### config.mk
export PLATFORM = sky130hd
export DESIGN_NAME = csa_tree_pipe
export DESIGN_NICKNAME = d
export VERILOG_FILES = /design/src/rtl/csa_tree_pkg.sv /design/src/rtl/csa_3to2_level.sv /design/src/rtl/csa_tree_pipe.sv
export SDC_FILE = /design/constraint.sdc
export NUM_CORES = 2
export LEC_CHECK = 0
export ABC_CLOCK_PERIOD_IN_PS = 27100
export CAP_MARGIN = 30
export CORE_MARGIN = 2
export CORE_UTILIZATION = 55
export DETAILED_ROUTE_END_ITERATION = 12
export PLACE_DENSITY_LB_ADDON = 0.12
export SYNTH_ARGS = -nofsm -noshare
export SYNTH_HDL_FRONTEND = slang
export SYNTH_SLANG_ARGS = --single-unit
export TNS_END_PERCENT = 1
### constraint.sdc
create_clock -name clk -period 27.1 [get_ports clk]
set_clock_uncertainty 0.1 [all_clocks]
set_input_delay 6.775 -clock clk [delete_from_list [all_inputs] [get_ports clk]]
set_output_delay 6.775 -clock clk [all_outputs]
set_load 0.1 [all_outputs]
### src/rtl/csa_tree_pkg.sv
// Shared elaboration helpers for the pipelined carry-save adder tree:
// level counts, per-level row counts and pipeline bank counts.
package csa_tree_pkg;

  // Rows left after k levels of 3:2 compression, starting from n rows.
  function automatic int csa_rows_after(input int n, input int k);
    int r;
    r = n;
    for (int i = 0; i < k; i++) begin
      if (r > 2) r = r - r / 3;
    end
    return r;
  endfunction

  function automatic int csa_levels(input int n);
    int r;
    int l;
    r = n;
    l = 0;
    while (r > 2) begin
      r = r - r / 3;
      l++;
    end
    return l;
  endfunction

  function automatic int csa_stages(input int levels, input int lps);
    return (levels + lps - 1) / lps;
  endfunction

endpackage

### src/rtl/csa_3to2_level.sv
// One combinational level of 3:2 compressors. Rows are grouped in threes from
// row 0; output order is sum0, carry0, sum1, carry1, ..., then leftover rows.
module csa_3to2_level
  import csa_tree_pkg::*;
#(
  parameter int ROWS_IN = 3,
  parameter int WIDTH = 8,
  localparam int ROWS_OUT = csa_rows_after(ROWS_IN, 1)
) (
  input  logic [ROWS_IN*WIDTH-1:0]  rows_i,
  output logic [ROWS_OUT*WIDTH-1:0] rows_o
);

  localparam int GROUPS = ROWS_IN / 3;
  localparam int LEFT = ROWS_IN - 3 * GROUPS;

  for (genvar g = 0; g < GROUPS; g++) begin : g_grp
    logic [WIDTH-1:0] a, b, c, maj;
    assign a = rows_i[(3*g)*WIDTH +: WIDTH];
    assign b = rows_i[(3*g+1)*WIDTH +: WIDTH];
    assign c = rows_i[(3*g+2)*WIDTH +: WIDTH];
    assign maj = (a & b) | (a & c) | (b & c);
    assign rows_o[(2*g)*WIDTH +: WIDTH] = a ^ b ^ c;
    // Carry row is shifted one place left; the bit out of the top is dropped.
    assign rows_o[(2*g+1)*WIDTH +: WIDTH] = maj << 1;
  end

  for (genvar r = 0; r < LEFT; r++) begin : g_left
    assign rows_o[(2*GROUPS+r)*WIDTH +: WIDTH] = rows_i[(3*GROUPS+r)*WIDTH +: WIDTH];
  end

endmodule

### src/rtl/csa_tree_pipe.sv
// Pipelined carry-save reduction of NUM_INPUTS operands with a registered
// carry-propagate adder and multi-beat accumulator at the output.
module csa_tree_pipe
  import csa_tree_pkg::*;
#(
  parameter int NUM_INPUTS = 16,
  parameter int IN_WIDTH = 31,
  parameter int OUT_WIDTH = 35,
  parameter int LEVELS_PER_STAGE = 2,
  parameter int SIGNED = 0
) (
  input  logic                             clk,
  input  logic                             rst,
  input  logic                             in_valid,
  output logic                             in_ready,
  input  logic [NUM_INPUTS*IN_WIDTH-1:0]   in_data,
  input  logic                             in_acc,
  input  logic                             in_last,
  output logic                             out_valid,
  input  logic                             out_ready,
  output logic [OUT_WIDTH-1:0]             out_sum,
  output logic                             out_last
);

  localparam int LEVELS = csa_levels(NUM_INPUTS);
  localparam int P = csa_stages(LEVELS, LEVELS_PER_STAGE);
  localparam int FINAL_ROWS = csa_rows_after(NUM_INPUTS, LEVELS);
  localparam int OW = OUT_WIDTH;

  // Handshake: a beat moves on any edge where valid && ready. One global
  // advance freezes every bank while a result waits unconsumed, so in_ready
  // depends only on out_valid/out_ready and never on in_valid.
  logic adv;
  assign adv = !out_valid || out_ready;
  assign in_ready = adv;

  logic [NUM_INPUTS*OW-1:0] ext_rows;
  for (genvar k = 0; k < NUM_INPUTS; k++) begin : g_ext
    if (SIGNED != 0) begin : g_s
      assign ext_rows[k*OW +: OW] = OW'($signed(in_data[k*IN_WIDTH +: IN_WIDTH]));
    end else begin : g_u
      assign ext_rows[k*OW +: OW] = OW'(in_data[k*IN_WIDTH +: IN_WIDTH]);
    end
  end

  // Level l reads either the previous level or, at a stage boundary, a bank.
  for (genvar l = 1; l <= LEVELS; l++) begin : g_lvl
    localparam int RI = csa_rows_after(NUM_INPUTS, l - 1);
    localparam int RO = csa_rows_after(NUM_INPUTS, l);
    localparam bit FROM_BANK = (l > 1) && (((l - 1) % LEVELS_PER_STAGE) == 0);
    localparam int SB = (l - 1) / LEVELS_PER_STAGE - 1;
    logic [RI*OW-1:0] src;
    logic [RO*OW-1:0] res;
    if (l == 1) begin : g_first
      assign src = ext_rows;
    end else if (FROM_BANK) begin : g_bank
      assign src = g_stg[SB].bank_q;
    end else begin : g_comb
      assign src = g_lvl[l-1].res;
    end
    csa_3to2_level #(.ROWS_IN(RI), .WIDTH(OW)) u_level (
      .rows_i(src),
      .rows_o(res)
    );
  end

  for (genvar s = 0; s < P; s++) begin : g_stg
    localparam int E = ((s + 1) * LEVELS_PER_STAGE < LEVELS) ? (s + 1) * LEVELS_PER_STAGE : LEVELS;
    localparam int RB = csa_rows_after(NUM_INPUTS, E);
    logic [RB*OW-1:0] bank_q;
    logic v_q, acc_q, last_q;
    logic v_d, acc_d, last_d;
    if (s == 0) begin : g_head
      assign v_d = in_valid;
      assign acc_d = in_acc;
      assign last_d = in_last;
    end else begin : g_body
      assign v_d = g_stg[s-1].v_q;
      assign acc_d = g_stg[s-1].acc_q;
      assign last_d = g_stg[s-1].last_q;
    end
    always_ff @(posedge clk or posedge rst) begin
      if (rst) begin
        bank_q <= '0;
        v_q <= 1'b0;
        acc_q <= 1'b0;
        last_q <= 1'b0;
      end else if (adv) begin
        bank_q <= g_lvl[E].res;
        v_q <= v_d;
        acc_q <= acc_d;
        last_q <= last_d;
      end
    end
  end

  logic [FINAL_ROWS*OW-1:0] fin_rows;
  logic fin_v, fin_acc, fin_last;
  if (P > 0) begin : g_fin_bank
    assign fin_rows = g_stg[P-1].bank_q;
    assign fin_v = g_stg[P-1].v_q;
    assign fin_acc = g_stg[P-1].acc_q;
    assign fin_last = g_stg[P-1].last_q;
  end else begin : g_fin_direct
    assign fin_rows = ext_rows;
    assign fin_v = in_valid;
    assign fin_acc = in_acc;
    assign fin_last = in_last;
  end

  logic [OW-1:0] row_b, cpa_sum;
  if (FINAL_ROWS > 1) begin : g_two
    assign row_b = fin_rows[OW +: OW];
  end else begin : g_one
    assign row_b = '0;
  end
  assign cpa_sum = fin_rows[0 +: OW] + row_b;

  logic [OW-1:0] acc_q, acc_d, sum_q, sum_d;
  logic valid_q, valid_d, olast_q, olast_d;

  always_comb begin
    acc_d = acc_q;
    sum_d = sum_q;
    valid_d = valid_q;
    olast_d = olast_q;
    if (adv) begin
      valid_d = 1'b0;
      if (fin_v) begin
        if (!fin_acc) begin
          sum_d = cpa_sum;
          olast_d = 1'b0;
          valid_d = 1'b1;
        end else if (!fin_last) begin
          acc_d = acc_q + cpa_sum;
        end else begin
          sum_d = acc_q + cpa_sum;
          olast_d = 1'b1;
          valid_d = 1'b1;
          acc_d = '0;
        end
      end
    end
  end

  always_ff @(posedge clk or posedge rst) begin
    if (rst) begin
      acc_q <= '0;
      sum_q <= '0;
      valid_q <= 1'b0;
      olast_q <= 1'b0;
    end else begin
      acc_q <= acc_d;
      sum_q <= sum_d;
      valid_q <= valid_d;
      olast_q <= olast_d;
    end
  end

  assign out_valid = valid_q;
  assign out_sum = sum_q;
  assign out_last = olast_q;

endmodule

# Yosys cells after proc, flatten, opt, wreduce, memory -nomap -nowiden
# Index checks and enable logic that the tools add are counted.
# W data, S select, Z words.
# word_totals
reg_bits	560
input_bits	502
output_inout_bits	38
wordCells	129
# classes
n_addsub	2
eq_ne	1
n_mux	8
bitwise	98
reduce_logical	4
# ops
op	n
$and A34 B34 Y34	25
$or A34 B34 Y34	23
$and A31 B31 Y31	15
$xor A35 B35 Y35	12
$xor A31 B31 Y31	10
$xor A35 B31 Y35	4
$or A34 B31 Y34	4
$mux W35	3
$add A35 B35 Y35	2
$xor A31 B35 Y35	2
$and A34 B31 Y34	2
$or A31 B31 Y31	1
$reduce_and A3 Y1	2
$mux W1	5
$ne A2 B1 Y1 const B	1
$logic_not A1 Y1	1
$logic_or A1 B1 Y1	1

# Depth between registers and ports, before layout
# depth
word_depth	6
mapped_depth	22
mapped_depth_nobuf	22

# By module
# From an unflattened synthesis, not the netlist that was laid out.
# unflattened
cells_unflattened	3514
hier_area_um2	36246.0
# modules_own_cells
module	n_inst	cells_per_inst	area_each_um2	seq_area_each_um2
csa_tree_pipe	1	2794	24679.9	14288.7
csa_3to2_level (g_lvl[1].u_level)	1	216	3826.2	0.0
csa_3to2_level (g_lvl[2].u_level)	1	179	2665.1	0.0
csa_3to2_level (g_lvl[3].u_level)	1	143	1953.1	0.0
csa_3to2_level (g_lvl[4].u_level)	1	73	1427.6	0.0
csa_3to2_level (g_lvl[5].u_level)	1	72	978.4	0.0
csa_3to2_level (g_lvl[6].u_level)	1	37	715.7	0.0

# Least setup slack after synthesis
# No wires, ideal clock.
# synth_timing
kind	input port to output port
from	in out_ready
to	out in_ready
t_arrival_ns	8.590
required_time_ns	20.225
path_slack_ns	11.635
stages	6
path_cell_list	nor2b_1 > clkbuf_1 > inv_1 > clkbuf_1 > clkbuf_1 > clkbuf_1
# synth_via
elab_chain_len	1
# synth_rtl
item	line	text
start, declared	csa_tree_pipe.sv:20	input logic out_ready,
$logic_or A1 B1 Y1	csa_tree_pipe.sv:34	assign adv = !out_valid || out_ready;
end, declared	csa_tree_pipe.sv:15	output logic in_ready,
# No other way between the ends.

# Worst setup path after layout
# Same ends and word-level chain as after synthesis.

==> results by group <==
Global routing
  – Met1 usage: 37.4%
  – GRT overflow: 0
  – Initial antenna violation count: 11
  – Largest net degree at the start of global routing: 286
  – Met2 usage: 42.4%
  – First-pass GRT wire length: 135000 µm
  – Met3 Use GR: 4.51%
  – GRT busiest layer: met2
  – All-Layer GR Usage: 26.3%
  – Vias in the first global route: 26400

Route
  – DRC viols: 0
  – Pre-antenna DRT Iters: 5
  – Wire per inst: 16.2 µm
  – Post-route ant nets: 0
  – WL final: 82400 µm
  – Vias per inst: 4.92
  – DR vias: 25100
  – Initial drt markers: 1615

Critical path
  – WS Path Type: in -> out
  – Crit-path cells: clkdlybuf4s50_1, nor2b_4, inv_8, clkdlybuf4s50_1
  – Critical Path AT: 9.01 ns
  – Worst Reg-to-Reg Cells: 20
  – Worst Path Required: 20.22 ns
  – CP Max Fanout: 101
  – Crit path top cell by count: clkdlybuf4s50_1
  – CP Capture Type: output pin
  – RR Startpoint: fin_rows[2]
  – CP max-delay cell: clkdlybuf4s50_1
  – Critical Path Source: out_ready
  – Largest stage delay on the critical path: 1.24 ns
  – Critical Path Source Type: primary input

STA
  – Rel. slew slack: 23.2%
  – Crit share post-route: 58.6%
  – Final Hold Fails: 0
  – Slew Viols, Final: 0
  – Crit path time final: 15.89 ns
  – Fmax: 0.0629 GHz
  – RSZ-0062 raised after global routing: no
  – Slew @ Worst Pin: 1.15 ns
  – Final setup TNS: 0 ns
  – Final setup vio count: 0

CTS
  – Total CTS buffers: 56
  – Hold Buf Count CTS: 0
  – Clock root cell: clkbuf_16
  – CTS tree: built
  – H-tree depth: 2
  – CTS clk-pin slew, worst paths: 0.05 ns
  – Clock Sinks: 529
  – Cts repair resizes: 0
  – Skew-Pair Late Insertion Delay: 0.62 ns
  – Postcts setup bufs: 0
  – Largest buffer count on any clock path: 3

Floorplan
  – Starting density of the core: 55.9%
  – Cell row count: 91
  – Num ports: 540
  – Die Y: 255 µm
  – Die width: 255 µm
  – Core area: 61900 µm²
  – Die ar.: 65000 µm²

Run status
  – Run status: completed

Synthesis
  – Async SR Flop Fraction: 100%
  – Fraction of the yosys area taken by sequential cells: 38.2%
  – Ys Warns: 0
  – Synth unique cells: 60
  – Synth Area per Inst: 9.30 µm²
  – Post-Synthesis Cells: 3723
  – Synthesized area: 34600 µm²
  – Number of flops mapped to enable cells by yosys: 0
  – Post-Syn Nets: 4735
  – Share of the synthesized area in the top cell type: 38.2%
  – Synth area leaders: dfrtp_1 38%, fa_1 25%, nand2_1 10%
  – Leading area contributor after synthesis: dfrtp_1
  – Main synth FF type: dfrtp_1
  – #FFs+latches synth: 529

Layout
  – Fin cells: 5094
  – Final nets: 5221
  – Post-route cell area: 42800 µm²
  – Layout fillers: 4950
  – Layout cells sized above 1: 3.22%
  – Synthesis-to-finish area growth: 23.5%
  – Utilization after layout: 69.1%

Flow run
  – Max Cap Viol: 0

Place
  – Placed Cells: 4988
  – GPL Wtd Cong: 0.911
  – Placed cell area: 40900 µm²
  – Post-DP HPWL: 64900 µm
  – Port Buf Inserts: 539

Power and ir drop
  – Static Leakage: 0.0220 µW
  – Pwr dens: 134 nW/µm²
  – Total power: 5740 µW
  – VDD IR max: 0.0712 mV

Min path
  – WHS Path Cells: 2
  – Worst Hold Launch: g_stg[0].v_q
  – Hold WC Path Type: reg -> reg
-- logic make-up after synthesis --
family / share of synthesized area, %
AOI/OAI and AO/OA: 8.99
xor gates and xnor gates: 1.57
adders and majority gates: 27.8
buffers and inverters: 10.6
DFF: 38.2
muxes: 0.0867
and+or+nand+nor: 12.8
-- power breakdown --
part	total, µW	switching (µW)	internal, µW
registers	1400	224	1170
clock network	794	326	469
logic	3550	2160	1390
-- metrics by stage --
step | hold WS [ns] | setup slack [ns]
2_1_floorplan | 0.339 | 5.44
5_1_grt | 0.396 | 11.15
6_report | 0.373 | 11.21
4_1_cts | 0.374 | 11.23
3_5_place_dp | 0.360 | 11.24
3_3_place_gp | 0.355 | 11.24
-- per-layer routing --
metal  part of all wire [%]  up-vias  wire length [µm]
met1                     44    12200             36600
met4                    2.4       12              2000
met2                     48      622             39400
met3                    5.3      128              4340
met5                  0.097        -                80
li1                       -    12100                 -
-- cells in the final DEF, fill, tap and decap left out, types with 43 or more instances in the layout --
cell / count
inv_1: 837
dfrtp_1: 529
fa_1: 431
a21oi_1: 162
nand2_1: 920
xnor2_1: 43
o21ai_0: 174
clkdlybuf4s50_1: 539
nor2_1: 135
ha_1: 79
clkbuf_16: 56
-- flip-flops by register name, summed over array words and instances (netlist names) --
register / count
acc_q: 35
out_valid: 1
g_lvl.src: 381
fin_v: 1
g_stg.v_q: 2
fin_rows: 67
g_stg.last_q: 2
out_sum: 35
fin_acc: 1
fin_last: 1
g_stg.acc_q: 2
out_last: 1
-- cell usage after synthesis (5+ instances only) --
cell,n
dfrtp_1,529
o21a_1,12
o22ai_1,10
nand2b_1,6
fa_1,431
and3_1,7
nand4_1,10
nand3_1,13
nor2b_1,5
a22oi_1,10
a21o_1,32
ha_1,79
nor2_1,136
nand2_1,921
xor2_1,19
a22o_1,26
inv_1,839
nor3_1,17
o21ai_0,174
o31ai_1,13
o21bai_1,27
a31oi_1,7
clkbuf_1,131
xnor2_1,43
a21oi_1,162
-- worst max-delay path, delay by kind of cell --
family | cells | cell delay, ns
buffers and inverters | 3 | 2.04
AND/OR/NAND/NOR | 1 | 0.07
-- cell type report --
| cell class | instances | area [µm²] | area share [%] |
|---|---|---|---|
| Tap cell | 837 | 1050 | 2.45 |
| Antenna cell | 4 | 10.0 | 0.0234 |
| Clock buffer | 77 | 1590 | 3.72 |
| Inverter | 841 | 3170 | 7.41 |
| Multi-Input combinational cell | 2219 | 17700 | 41.4 |
| Timing Repair Buffer | 562 | 5670 | 13.3 |
| Sequential cell | 529 | 13200 | 30.9 |
| Clock inverter | 25 | 325 | 0.760 |
-- path summary, 6_finish.rpt --
check	to	slack, ns
worst max-delay path	in_ready	11.21
worst min register to register	g_stg[0].v_q	0.37
worst min-delay path	g_stg[0].v_q	0.37
max in group asynchronous	g_lvl[3].src[237]	16.38
min in group asynchronous	g_lvl[3].src[72]	6.60
worst max register to register	out_sum[34]	21.50
Power figures use the tool's default switching activity.
